==> src/rtl/serial_magnitude_comparator.sv <==
// Multi-cycle magnitude comparator: operands are captured on start and
// compared MSB-first, DIGIT bits per clock, stopping at the first differing
// digit. Signed compares are handled by flipping both MSBs at capture
// (offset binary), so the digit datapath is always an unsigned compare.
module serial_magnitude_comparator #(
    parameter int WIDTH = 16,
    parameter int DIGIT = 2
) (
    input  logic             clock,
    input  logic             reset,
    input  logic             start,
    input  logic             signed_mode,
    input  logic [WIDTH-1:0] a,
    input  logic [WIDTH-1:0] b,
    output logic             busy,
    output logic             done,
    output logic             a_less_b,
    output logic             a_equal_b,
    output logic             a_greater_b
);

    localparam int NUM_DIGITS = WIDTH / DIGIT;
    localparam int IDX_W      = (NUM_DIGITS > 1) ? $clog2(NUM_DIGITS) : 1;

    typedef enum logic {
        IDLE    = 1'b0,
        COMPARE = 1'b1
    } state_t;

    state_t             state;
    state_t             next_state;
    logic [WIDTH-1:0]   op_a;
    logic [WIDTH-1:0]   op_b;
    logic [IDX_W-1:0]   digit_idx;
    logic [IDX_W-1:0]   next_idx;
    logic [DIGIT-1:0]   a_digit;
    logic [DIGIT-1:0]   b_digit;
    logic               next_done;
    logic               next_less;
    logic               next_equal;
    logic               next_greater;
    logic               capture;
    logic [WIDTH-1:0]   msb_flip;

    // Signed mode is folded into the captured operands, so it needs no register.
    assign msb_flip = signed_mode ? {1'b1, {(WIDTH-1){1'b0}}} : '0;
    assign capture  = (state == IDLE) && start;
    assign busy     = (state == COMPARE);

    // Select the current digit of each operand, MSB digit at index 0.
    always_comb begin
        a_digit = '0;
        b_digit = '0;
        for (int i = 0; i < NUM_DIGITS; i++) begin
            if (digit_idx == IDX_W'(i)) begin
                a_digit = op_a[WIDTH-1-i*DIGIT -: DIGIT];
                b_digit = op_b[WIDTH-1-i*DIGIT -: DIGIT];
            end
        end
    end

    // Next-state, digit index and result decisions; flags hold unless done rises.
    always_comb begin
        next_state   = state;
        next_idx     = digit_idx;
        next_done    = 1'b0;
        next_less    = a_less_b;
        next_equal   = a_equal_b;
        next_greater = a_greater_b;
        case (state)
            IDLE: begin
                if (start) begin
                    next_state = COMPARE;
                    next_idx   = '0;
                end
            end
            COMPARE: begin
                if (a_digit != b_digit) begin
                    next_less    = (a_digit < b_digit);
                    next_equal   = 1'b0;
                    next_greater = (a_digit > b_digit);
                    next_done    = 1'b1;
                    next_state   = IDLE;
                end else if (digit_idx == IDX_W'(NUM_DIGITS - 1)) begin
                    next_less    = 1'b0;
                    next_equal   = 1'b1;
                    next_greater = 1'b0;
                    next_done    = 1'b1;
                    next_state   = IDLE;
                end else begin
                    next_idx = digit_idx + IDX_W'(1);
                end
            end
            default: begin
                next_state = IDLE;
            end
        endcase
    end

    // State, operand capture and registered result flags with synchronous reset.
    always_ff @(posedge clock) begin
        if (reset) begin
            state       <= IDLE;
            op_a        <= '0;
            op_b        <= '0;
            digit_idx   <= '0;
            done        <= 1'b0;
            a_less_b    <= 1'b0;
            a_equal_b   <= 1'b0;
            a_greater_b <= 1'b0;
        end else begin
            state       <= next_state;
            digit_idx   <= next_idx;
            done        <= next_done;
            a_less_b    <= next_less;
            a_equal_b   <= next_equal;
            a_greater_b <= next_greater;
            if (capture) begin
                op_a <= a ^ msb_flip;
                op_b <= b ^ msb_flip;
            end
        end
    end

endmodule

==> config.mk <==
export PLATFORM = sky130hd
export DESIGN_NAME = serial_magnitude_comparator
export DESIGN_NICKNAME = d
export VERILOG_FILES = /design/src/rtl/serial_magnitude_comparator.sv
export SDC_FILE = /design/constraint.sdc
export NUM_CORES = 1
export LEC_CHECK = 0
export BUFFER_PORTS_ARGS = -buffer_cell sky130_fd_sc_hd__buf_2
export CORE_UTILIZATION = 58
export CTS_CLUSTER_DIAMETER = 80
export CTS_CLUSTER_SIZE = 28
export DETAILED_ROUTE_END_ITERATION = 7
export PLACE_DENSITY = 0.86
export SKIP_CTS_REPAIR_TIMING = 1
export SLEW_MARGIN = 20
export SYNTH_ARGS = -nofsm -noshare
export SYNTH_HDL_FRONTEND = slang
export SYNTH_SLANG_ARGS = --single-unit
==> constraint.sdc <==
create_clock -name clock -period 6.2 [get_ports clock]
set_input_delay 0.31 -clock clock [delete_from_list [all_inputs] [get_ports clock]]
set_output_delay 0.31 -clock clock [all_outputs]
set_load 0.005 [all_outputs]
Word-level counts from Yosys, hierarchy flattened
Index checks and enable logic that the tools add are counted.

word-level totals
  register bits after elaboration = 40
  input port bits = 36
  output and inout bits = 5
  word-level logic and storage cells = 63

operators by class
  add/sub/neg operators = 1
  magnitude comparators = 2
  eq/ne operators = 11
  muxes and demuxes = 32
  bitwise gates (word level) = 3
  reduce and logical (&&, ||, !) cells = 6

operators with widths
  kind                                            number
  2-to-1 mux 2 bit                                16
  XOR 16 bit                                      2
  2-to-1 mux 16 bit                               1
  == test 3 bit (second input constant)           4
  2-to-1 mux 1 bit                                10
  2-to-1 mux 3 bit                                3
  == test 3 x 2 -> 1 bit (second input constant)  2
  inequality test 2 bit (second input constant)   3
  one-hot mux 3 bit (2 select lines)              1
  adder 3 x 1 -> 3 bit (second input constant)    1
  == test 3 x 1 -> 1 bit (second input constant)  1
  zero test 3 bit                                 1
  AND reduction 3 bit                             1
  greater-than comparator 2 bit                   1
  less-than comparator 2 bit                      1
  inequality test 2 bit                           1
  one-hot mux 1 bit (2 select lines)              1
  AND reduction 2 bit                             1
  nonzero test 2 bit                              1
  OR reduction 2 bit                              1
  logical AND 1 bit                               1
  inverter 1 bit                                  1

Logic depth before layout (Yosys ltp)
  depth after elaboration = 12
  gate-level depth with buffers = 12
  depth with buffers taken out = 11

Worst setup path before layout
No wires, ideal clock.

  kind = register to register
  start point = register digit_idx[2]
  end point = register digit_idx[0]
  library setup time = 0.070 ns
  data arrival time = 2.186 ns
  required time = 6.130 ns
  path slack = 3.944 ns
  stages on the path, launching flop included = 13
  cells stage by stage = dfxtp_1 buf_6 inv_1 ha_1 nor2_1 and2_4 a221oi_1 a31oi_1 ha_1 nand2_1 nor3b_1 nand2_1 a21oi_1

on the way
  cells in the longest elaborated chain, start to end = 12
  elaborated cells on any way between the ends = 28

RTL lines
  what                                      RTL line  source
  start, declared                           34        logic [IDX_W-1:0] digit_idx;
  start signal, assigned                    113       digit_idx <= next_idx;
  zero test 3 bit                           55        if (digit_idx == IDX_W'(i)) begin
  2-to-1 mux 2 bit (8 in series)            55
  inequality test 2 bit                     78        if (a_digit != b_digit) begin
  inequality test 2 bit (no source line)    -
  AND reduction 3 bit (no source line) (*)  -

Every way passes the cells marked *; elsewhere a longest branch is shown, timed or not.
A chain may end at the register's enable or synchronous reset.

Worst setup path in the final report
Same ends and word-level chain as after synthesis.

==> results.py <==
metrics = {
    "setup_path": {
        "crit_path_start_kind": "flop",
        "crit_type": "reg2reg",
        "worst-path-max-fanout": 13,
        "end_kind": "flop",
        "critPathRequiredTime_ps": 6470,
        "cp.arrival_ps": 3020,
    },
    "synth": {
        "syn_nets": 296,
        "synth_area_mm2": 0.00197,
        "ys_seq_area_frac": 0.407,
        "yosysWarnings": 0,
        "synth_cells": 252,
        "synth.distinct_cells": 33,
        "syn_avg_cell_area_um2": 7.81,
        "ys_ff_latch": 40,
    },
    "grt": {
        "grt_max_degree": 41,
        "grt_pass1_wl_um": 6440,
        "grt_overflow_total": 0,
        "antenna_found_initial": 0,
        "grt_usage": 0.243,
        "grt_pass1_vias": 1530,
    },
    "clocking": {
        "clk_pin_slew_ps": 120,
        "h-tree-depth": 2,
        "cts_root_buf": "clkbuf_4",
        "clockBufferDepth": 2,
        "cts_tree": "yes",
        "cts_buffers": 5,
        "cts_sinks": 40,
        "clk_latency_ps": 340,
    },
    "sta": {
        "worst_slew_pin_slew_ps": 671,
        "setup_tns_ps": 0,
        "final.min_clock_period_ps": 2740,
        "holdWs_ps": 184,
        "maxSlewHeadroom": 0.553,
        "fmax_ghz": 0.365,
        "slew_viol_final": 0,
        "finalCritPeriodShare": 0.442,
        "setup_violations": 0,
        "skew_ps": 8.46,
        "finalHoldViolations": 0,
        "rsz0062_at_grt": "false",
    },
    "routing": {
        "detail-route-antenna-nets": 0,
        "drt_pass1_iterations": 4,
        "viasPerCell": 5.20,
        "vias": 1711,
        "drc": 0,
        "wire_per_inst_um": 11.9,
        "drt_iter0_markers": 74,
        "wirelength_um": 3920,
    },
    "power": {
        "leakagePower_nw": 0.871,
        "cellPowerDensity_mw_per_mm2": 252,
        "peakVddDrop_v": 0.000137,
    },
    "floorplanning": {
        "die_h_um": 60.3,
        "dieWidth_um": 60.3,
        "core-area_mm2": 0.00313,
        "die_area_mm2": 0.00363,
        "num_rows": 20,
        "initial_utilization": 0.629,
        "io_pins": 41,
    },
    "cells_and_area": {
        "post-route-util": 0.704,
        "n_fill_cell": 290,
        "mostFrequentLayoutCell": "nand2_1",
        "drive_above_1_share": 0.196,
        "layout_common_cells": "nand2_1, a21oi_1, dfxtp_1, buf_2, inv_1",
        "final_nets": 328,
        "syn_to_final_growth_pct": 11.8,
        "num_antenna_cells": 0,
    },
    "flow_run": {
        "maxCapViolCount": 0,
    },
    "placed_design": {
        "gp_congestion": 0.969,
        "portBuffers": 40,
        "dp_hpwl_um": 2740,
    },
    "hold_path": {
        "min_path_type": "in2reg",
    },
    "status": {
        "status": "completed",
    },
}
## layout make-up
cell class,count,area (um^2),share of cell area
Clock inverter,3,42.5,0.0193
Tap cell,44,55.1,0.0250
Timing Repair Buffer,42,215,0.0978
Multi-Input combinational cell,185,1010,0.460
Clock buffer,5,37.5,0.0171
Sequential cell,40,801,0.364
Inverter,10,37.5,0.0171
## final timing paths
kind                            slack (ps)         start           end  cells after the start
worst max register to register        3460  digit_idx[2]  digit_idx[0]                     10
worst max-delay path                  3460  digit_idx[2]  digit_idx[0]                     10
worst min-delay path                   180          a[4]       op_a[4]                      3
worst min register to register         460      op_a[10]      op_a[10]                      2
## registers in the layout (all words and copies together), names as in the netlist
signal       count
digit_idx        3
op_a            16
busy             1
a_less_b         1
a_greater_b      1
done             1
a_equal_b        1
op_b            16
## power breakdown
group / internal [mW] / switching [mW]
Combinational: 0.0433 / 0.0565
Sequential: 0.276 / 0.0124
Clock: 0.0841 / 0.0831
Total: 0.403 / 0.152
## cells by family (layout without fill, tap and decap cells)
| family | count (synthesis) | after routing | share of synthesized area |
|---|---|---|---|
| DFF | 40 | 40 | 0.407 |
| adders and majority gates | 8 | 8 | 0.0509 |
| AOI/OAI and AO/OA | 67 | 67 | 0.208 |
| xor gates and xnor gates | 2 | 2 | 0.00890 |
| muxes | 3 | 3 | 0.0153 |
| and+or+nand+nor | 105 | 105 | 0.230 |
| buffers and inverters | 27 | 60 | 0.0801 |
## metal layers
layer | part of all wire | GRT usage | vias up
met3 | 0.035 | 0.0519 | 8
met1 | 0.51 | 0.301 | 754
met2 | 0.43 | 0.391 | 37
li1 | - | - | 912
met5 | 0 | 0 | -
met4 | 0.022 | 0.126 | 0
## cells in the mapped netlist
cell / number / area share
a211oi_1: 2 / 0.0076
a21oi_1: 43 / 0.11
a221o_1: 2 / 0.010
a221oi_1: 4 / 0.018
a221oi_2: 2 / 0.015
a22o_1: 1 / 0.0045
a22oi_2: 1 / 0.0064
a311o_1: 1 / 0.0051
a31oi_1: 4 / 0.013
and2_1: 1 / 0.0032
and2_2: 1 / 0.0038
and2_4: 1 / 0.0045
buf_2: 6 / 0.015
buf_4: 1 / 0.0038
buf_6: 6 / 0.034
clkbuf_1: 4 / 0.0076
dfxtp_1: 40 / 0.41
ha_1: 8 / 0.051
inv_1: 10 / 0.019
mux2i_1: 3 / 0.015
nand2_1: 78 / 0.15
nand2b_1: 3 / 0.0095
nand3_1: 6 / 0.015
nand3b_1: 1 / 0.0038
nand4b_1: 1 / 0.0045
nor2_1: 5 / 0.0095
nor2b_1: 3 / 0.0095
nor3_1: 1 / 0.0025
nor3b_1: 4 / 0.015
o21ai_0: 3 / 0.0076
o21ai_1: 3 / 0.0076
o21bai_1: 1 / 0.0038
xnor2_1: 2 / 0.0089
## stage by stage
stage	instance area, um^2	worst slack, ps	power [mW]	cells
global route	2200	3160	0.590	329
detailed placement	2120	3520	0.394	321
finish	2200	3460	0.555	329
CTS	2200	3480	0.563	329
floorplan	1970	3940	0.370	252
global placement	2120	3540	0.393	321
## worst max-delay path, cell delays in order (launching register included)
cell and delay [ps]:
dfxtp_1 600, inv_1 170, ha_1 320, and2_2 230, a221oi_1 270, a31oi_1 150
ha_1 320, nand2_1 80, nor3b_1 290, nand2_1 90, a21oi_1 140
No activity file was read; power rests on OpenSTA's default activity.
